<file path="src/rtl/p251_mul_arbiter.sv">
// Round-robin arbiter that lets N_REQ requesters share one multi-cycle multiplier.
// One operation is in flight at a time: IDLE -> ISSUE -> WAIT -> RESP -> IDLE.
module p251_mul_arbiter #(
    parameter int N_REQ = 4,
    parameter int WIDTH = 8
) (
    input  logic                   clk,
    input  logic                   rst_n,
    input  logic [N_REQ-1:0]       req,
    input  logic [N_REQ*WIDTH-1:0] in_1_flat,
    input  logic [N_REQ*WIDTH-1:0] in_2_flat,
    output logic [N_REQ-1:0]       ack,
    output logic [WIDTH-1:0]       res,
    output logic                   busy,
    output logic                   mul_start,
    output logic [WIDTH-1:0]       mul_in_1,
    output logic [WIDTH-1:0]       mul_in_2,
    input  logic [WIDTH-1:0]       mul_out,
    input  logic                   mul_done
);

    localparam int IDX_W = (N_REQ > 1) ? $clog2(N_REQ) : 1;
    localparam logic [IDX_W-1:0] LAST_RST = IDX_W'(N_REQ - 1);
    localparam logic [N_REQ-1:0] ONE_HOT0 = N_REQ'(1);

    typedef enum logic [1:0] {
        IDLE  = 2'd0,
        ISSUE = 2'd1,
        WAIT  = 2'd2,
        RESP  = 2'd3
    } state_t;

    state_t             state_q;
    logic [IDX_W-1:0]   last_q;
    logic [N_REQ-1:0]   ack_q;
    logic [WIDTH-1:0]   res_q;
    logic               busy_q;
    logic               mul_start_q;
    logic [WIDTH-1:0]   mul_in_1_q;
    logic [WIDTH-1:0]   mul_in_2_q;

    logic [IDX_W-1:0]   gnt_d;
    logic               hit_d;
    logic [WIDTH-1:0]   op1_s [N_REQ];
    logic [WIDTH-1:0]   op2_s [N_REQ];

    for (genvar g = 0; g < N_REQ; g++) begin : g_unpack
        assign op1_s[g] = in_1_flat[g*WIDTH +: WIDTH];
        assign op2_s[g] = in_2_flat[g*WIDTH +: WIDTH];
    end

    // Round-robin pick: search upward from last_q+1 with wrap, first requester wins.
    always_comb begin
        gnt_d = last_q;
        hit_d = 1'b0;
        for (int k = 1; k <= N_REQ; k++) begin
            logic [IDX_W-1:0] idx_v;
            idx_v = IDX_W'((int'(last_q) + k) % N_REQ);
            if (!hit_d && req[idx_v]) begin
                gnt_d = idx_v;
                hit_d = 1'b1;
            end else begin
                gnt_d = gnt_d;
            end
        end
    end

    // Controller FSM; every output is a register so nothing glitches toward the multiplier or requesters.
    always_ff @(posedge clk or negedge rst_n) begin
        if (!rst_n) begin
            state_q     <= IDLE;
            last_q      <= LAST_RST;
            ack_q       <= '0;
            res_q       <= '0;
            busy_q      <= 1'b0;
            mul_start_q <= 1'b0;
            mul_in_1_q  <= '0;
            mul_in_2_q  <= '0;
        end else begin
            case (state_q)
                IDLE: begin
                    ack_q <= '0;
                    if (hit_d) begin
                        last_q      <= gnt_d;
                        mul_in_1_q  <= op1_s[gnt_d];
                        mul_in_2_q  <= op2_s[gnt_d];
                        mul_start_q <= 1'b1;
                        busy_q      <= 1'b1;
                        state_q     <= ISSUE;
                    end else begin
                        mul_start_q <= 1'b0;
                        busy_q      <= 1'b0;
                        state_q     <= IDLE;
                    end
                end
                ISSUE: begin
                    mul_start_q <= 1'b0;
                    state_q     <= WAIT;
                end
                WAIT: begin
                    // No timeout: the multiplier is trusted to answer eventually.
                    if (mul_done) begin
                        res_q   <= mul_out;
                        ack_q   <= ONE_HOT0 << last_q;
                        state_q <= RESP;
                    end else begin
                        state_q <= WAIT;
                    end
                end
                RESP: begin
                    ack_q   <= '0;
                    busy_q  <= 1'b0;
                    state_q <= IDLE;
                end
                default: begin
                    ack_q       <= '0;
                    busy_q      <= 1'b0;
                    mul_start_q <= 1'b0;
                    state_q     <= IDLE;
                end
            endcase
        end
    end

    assign ack       = ack_q;
    assign res       = res_q;
    assign busy      = busy_q;
    assign mul_start = mul_start_q;
    assign mul_in_1  = mul_in_1_q;
    assign mul_in_2  = mul_in_2_q;

endmodule

</file>
<file path="config.mk">
export PLATFORM = sky130hd
export DESIGN_NAME = p251_mul_arbiter
export DESIGN_NICKNAME = d
export VERILOG_FILES = /design/src/rtl/p251_mul_arbiter.sv
export SDC_FILE = /design/constraint.sdc
export NUM_CORES = 1
export LEC_CHECK = 0
export CAP_MARGIN = 20
export CORE_AREA = 2 2 97 80
export DETAILED_ROUTE_END_ITERATION = 6
export DIE_AREA = 0 0 99 82
export PLACE_DENSITY = 0.73
export SYNTH_ARGS = -nofsm -noshare
export SYNTH_HDL_FRONTEND = slang
export SYNTH_SLANG_ARGS = --single-unit
</file>
<file path="constraint.sdc">
create_clock -name clk -period 3.38 [get_ports clk]
set_clock_uncertainty 0.1 [all_clocks]
set_input_delay 0.676 -clock clk [delete_from_list [all_inputs] [get_ports clk]]
set_output_delay 0.676 -clock clk [all_outputs]
set_load 0.02 [all_outputs]
</file>
## Word level (Yosys, flattened, before mapping)

Cells that the tools add are included.

- Register bits: 34
- Input port bits: 79
- Memory bits (read-only): 0
- Output and inout bits: 30
- Word-level logic and storage cells: 67
- Memories kept: 0
- Bits in writable memories: 0
- Bits in latches: 0

- Equal/unequal tests: 4
- Order comparisons: 5
- Shift-type cells: 1
- Add/sub/neg operators: 4
- Multiply operators: 0
- Bitwise logic cells: 1
- Muxes and demuxes: 30
- Reduce and logical (&&, ||, !) cells: 14
- Divide/modulo/power cells: 0

Operators by type and width:

| cell | count |
|---|---|
| $bmux W8 S2 | 2 |
| $mux W8 | 4 |
| $lt A2 B3 Y1 const B | 4 |
| $mux W1 | 11 |
| $bmux W1 S2 | 4 |
| $mux W2 | 4 |
| $pmux W2 S4 | 1 |
| $pmux W4 S2 | 1 |
| $reduce_and A2 Y1 | 3 |
| $reduce_bool A2 Y1 | 3 |
| $add A2 B1 Y2 const B | 2 |
| $add A2 B2 Y2 const B | 2 |
| $eq A2 B2 Y1 const B | 2 |
| $mux W4 | 1 |
| $pmux W1 S2 | 2 |
| $shl A1 B2 Y4 const A | 1 |
| $ge A3 B3 Y1 const B | 1 |
| $logic_and A1 B1 Y1 | 3 |
| $logic_not A1 Y1 | 3 |
| $not A2 Y3 | 1 |
| $eq A2 B1 Y1 const B | 1 |
| $logic_not A2 Y1 | 1 |
| $ne A2 B2 Y1 const B | 1 |
| $reduce_or A2 Y1 | 1 |

## Longest topological paths before layout

- Word-level depth: 17
- Gate-level depth with buffers: 10
- Gate-level depth less buffers: 7

## Least setup slack after synthesis

Ideal clock, no wire load.

- Path type: register -> register
- Start point: register last_q[0]
- End point: register mul_in_1_q[0] (netlist: mul_in_1[0])
- Clock period less this slack: 2867 ps
- Path slack: 513 ps
- Cell stages (with the launch flop): 11
- Path buffers: 3
- Data required time: 3150 ps
- Arrival: 2637 ps
- Setup time: 130 ps
- Cell sequence: dfstp_2 > buf_2 > inv_1 > ha_1 > buf_2 > o2bb2ai_1 > or4_4 > a21o_1 > a311oi_4 > buf_6 > a221oi_2

- Word-level cells in the longest chain between the ends: 17
- Elaborated cells between the ends (all ways): 31
- Classes of those cells: 4 x add/sub; 19 x mux; 1 x bitwise; 7 x reduce/logical

Ends and longest elaborated chain:

| item | RTL line | source |
|---|---|---|
| start, declared | 34 | `logic [IDX_W-1:0] last_q;` |
| start signal, assigned | 84 | `last_q <= gnt_d;` |
| $add A2 B1 Y2 | 58 | `idx_v = IDX_W'((int'(last_q) + k) % N_REQ);` |
| $bmux W1 S2 | 59 | `if (!hit_d && req[idx_v]) begin` |
| $mux W1 (not written as such) | 59 |  |
| $mux W1 | 59 |  |
| $logic_not A1 Y1 | 59 |  |
| $logic_and A1 B1 Y1 | 59 |  |
| $mux W1 | 59 |  |
| $logic_not A1 Y1 | 59 |  |
| $logic_and A1 B1 Y1 | 59 |  |
| $mux W1 | 59 |  |
| $logic_not A1 Y1 | 59 |  |
| $logic_and A1 B1 Y1 | 59 |  |
| $mux W2 | 59 |  |
| $not A2 Y3 (not written as such) | 85 | `mul_in_1_q <= op1_s[gnt_d];` |
| $bmux W8 S2 | 85 |  |
| $mux W8 (not written as such) (2 in series) | 85 |  |
| end signal, assigned | 85 |  |
| end, declared | 39 | `logic [WIDTH-1:0] mul_in_1_q;` |

Parallel ways exist; a longest one is shown, timed or not. The select of a mux whose other input is x is not followed.
A chain may end at the register's enable or synchronous reset.

## Worst setup path after layout

- Start point: register last_q[0]
- End point: register mul_in_2_q[2] (netlist: mul_in_2[2])

- Word-level cells in the longest chain between the ends: 17
- Elaborated cells between the ends (all ways): 31
- Classes of those cells: 4 x add/sub; 19 x mux; 1 x bitwise; 7 x reduce/logical

Ends and longest elaborated chain:

| item | RTL line | source |
|---|---|---|
| $add A2 B1 Y2 | 58 |  |
| $bmux W1 S2 | 59 |  |
| $mux W1 (not written as such) | 59 |  |
| $mux W1 | 59 |  |
| $logic_not A1 Y1 | 59 |  |
| $logic_and A1 B1 Y1 | 59 |  |
| $mux W1 | 59 |  |
| $logic_not A1 Y1 | 59 |  |
| $logic_and A1 B1 Y1 | 59 |  |
| $mux W1 | 59 |  |
| $logic_not A1 Y1 | 59 |  |
| $logic_and A1 B1 Y1 | 59 |  |
| $mux W2 | 59 |  |
| $not A2 Y3 (not written as such) | 86 | `mul_in_2_q <= op2_s[gnt_d];` |
| $bmux W8 S2 | 86 |  |
| $mux W8 (not written as such) (2 in series) | 86 |  |
| end signal, assigned | 86 |  |
| end, declared | 40 | `logic [WIDTH-1:0] mul_in_2_q;` |

Parallel ways exist; a longest one is shown, timed or not. The select of a mux whose other input is x is not followed.

==> results.py <==
metrics = {
    "synthesis": {
        "syn_inst": 203,
        "synth_edf_count": 0,
        "synth_nets": 291,
        "yosysWarnings": 0,
        "synth_seq_cells": 34,
        "syn_area_um2": 2231,
        "synthArstFlopShare_pct": 100.0,
        "seq_area_frac_synth_pct": 38.25,
        "avgSynthCellArea_um2": 10.99,
        "synth_flop_cell": "dfrtp_1",
        "ys_types": 47,
    },
    "cts": {
        "clkLatencyLatePin_ns": 0.29,
        "cts_setup_buffers": 0,
        "cts_root_buf": "clkbuf_8",
        "cts_max_path_buffers": 2,
        "postCtsHoldBufs": 0,
        "numCtsBuffers": 5,
        "clk_pin_slew_ns": 0.07,
        "post_cts_resized": 0,
        "htreeDepth": 2,
        "cts.sinks": 34,
        "tritoncts": "built",
    },
    "layout": {
        "final_common_cell": "clkdlybuf4s50_1",
        "fin_nets": 402,
        "antenna_cells": 0,
        "drive_gt1_share_pct": 13.97,
        "mostFrequentLayoutCells": "clkdlybuf4s50_1, mux2i_1, dfrtp_1",
        "area_growth_pct": 56.48,
    },
    "floorplan": {
        "die_x_um": 99,
        "initial_core_util_pct": 31.06,
        "core_um2": 7182,
        "fp.dieH_um": 82,
        "num_rows": 28,
        "num_io_pins": 109,
        "die_area_um2": 8118,
    },
    "hold_path": {
        "holdCritPathClass": "input port to asynchronous set/reset pin",
    },
    "sta": {
        "fin_crit_sh_pct": 90.18,
        "tightest_slew_ns": 0.7453,
        "final-setup-viol-count": 0,
        "setup-tns-final_ns": 0,
        "max_freq_mhz": 328.1,
        "max_slew_margin_pct": 50.31,
        "maxSlewViolCount": 0,
        "rsz0062_at_grt": "false",
        "post-route-min-period_ns": 3.048,
        "hold_viol": 0,
    },
    "global_routing": {
        "first_global_vias": 1932,
        "gr-total-overflow": 0,
        "grt_pass1_wl_um": 9363,
        "grt_start_max_net_pins": 35,
        "antenna_found_initial": 0,
        "grt_usage_pct": 14.43,
    },
    "setup_path": {
        "critPathMaxFanout": 16,
        "critPathSlowestCell": "dfstp_2",
        "rr_worst_depth": 7,
        "path_class": "register to register",
        "cp.arrival_ns": 3.09,
        "cp.buffers_inverters": 1,
        "endpoint_kind": "register",
        "cp.depth": 7,
        "cp-endpoint": "mul_in_2[2]",
        "cp.required_ns": 3.43,
        "crit_chain": "inv_1 -> ha_1 -> and2b_1 -> or4_4 -> a2111oi_0 -> a31o_2 -> a221oi_1",
        "critPathMaxStageDelay_ns": 0.53,
        "critical_path.top_delay_family": "compound AO/OA/AOI/OAI gates",
        "rr_startpoint": "last_q[0]",
        "worst_setup_path_start_kind": "register",
        "crit_start": "last_q[0]",
        "reg2reg_to": "mul_in_2[2]",
        "rrSetupSlack_ns": 0.33,
    },
    "routing": {
        "firstDrtPassIters": 4,
        "detail_route.wl_per_cell_um": 14.36,
        "drc": 0,
        "routed_wl_um": 5815,
        "drtIter0Drc": 91,
        "num_vias": 1982,
        "vias_per_cell": 4.894,
        "drt.antenna.violating_nets": 0,
    },
    "pwr": {
        "finalPower_w": 0.003411,
        "irDropWorstVdd_mv": 0.3446,
        "powerDensity_nw_per_um2": 977.0,
        "power_leakage_nw": 1.450,
    },
    "placed_design": {
        "gp_congestion": 0.7346,
        "dp_hpwl_um": 4551,
        "io_buffers": 108,
    },
    "run": {
        "maxCapViolations": 0,
    },
    "status": {
        "status": "complete, no violations",
    },
}
[power by group]
| group | internal, W | total (W) | leakage, nW | switching (W) |
|---|---|---|---|---|
| Combinational | 0.00113 | 0.00237 | 1.01 | 0.00124 |
| Sequential | 0.000624 | 0.000732 | 0.393 | 0.000108 |
| Clock | 0.000164 | 0.000308 | 0.0482 | 0.000144 |
[cell families after synthesis]
kind of cell | synth area share [%]
buffers and inverters | 6.169
multiplexers | 18.40
adder cells (fa/ha/maj) | 5.048
flip-flops | 38.25
AO/OA/AOI/OAI | 21.14
AND/OR/NAND/NOR | 10.99
[through the flow]
stage / hold WS (ns) / area [µm²] / cells / utilization, % / setup slack (ns)
3_3_place_gp: 0.3879 / 3400 / 397 / 47.33 / 0.2153
6_report: 0.3479 / 3491 / 405 / 48.61 / 0.3321
5_1_grt: 0.4133 / 3491 / 405 / 48.61 / 0.1076
4_1_cts: 0.3746 / 3491 / 405 / 48.61 / 0.2666
2_1_floorplan: 0.2804 / 2231 / 203 / - / 0.5129
3_5_place_dp: 0.3905 / 3400 / 397 / 47.33 / 0.1331
[cell type report]
| cell class | count | area [µm²] |
|---|---|---|
| fillers | 658 | 3691 |
| multi-input cells | 146 | 1249 |
| repair buffers | 118 | 1151 |
| flip-flops and latches | 34 | 853.3 |
| well taps | 90 | 112.6 |
| clock buffers | 7 | 86.33 |
| inverters | 9 | 33.78 |
| clock inverters | 1 | 5.005 |
[worst min path at each step]
stage | start | endpoint
6_report | rst_n | res[6]
2_1_floorplan | rst_n | ack[0]
4_1_cts | rst_n | res[4]
5_1_grt | rst_n | res[6]
3_5_place_dp | busy | busy
3_3_place_gp | res[7] | res[7]
[synth_stat cells, drive strengths merged (2+ instances only)]
cell	number	area, µm²
nor2	20	75.07
or4	2	22.52
nand2b	4	25.02
dfstp	2	52.55
clkbuf	2	7.510
ha	9	112.6
o211ai	2	20.02
o21ai	6	30.03
mux2i	32	320.3
nor2b	3	18.77
nand2	7	26.28
dfrtp	32	800.8
inv	9	33.78
a2111oi	2	18.77
nor4	2	12.51
a22o	4	35.03
a21oi	2	10.01
mux2	8	90.09
buf	12	96.34
a221oi	16	202.7
a21o	3	22.52
nand3	4	20.02
a211oi	2	15.01
[flip-flops by register name, indices dropped and copies added (netlist names)]
register   cells
state_q        2
last_q         2
ack            4
busy           1
mul_in_1       8
res            8
mul_in_2       8
mul_start      1
[per-layer routing]
metal | part of all wire [%] | wire, µm | track usage (%)
met4 | 1.0 | 61 | 4.247
met2 | 47 | 2762 | 23.51
met1 | 44 | 2570 | 18.30
met3 | 7.2 | 420 | 4.936
met5 | 0 | 0 | 0
Note: power is estimated with default switching activity, not from simulation.
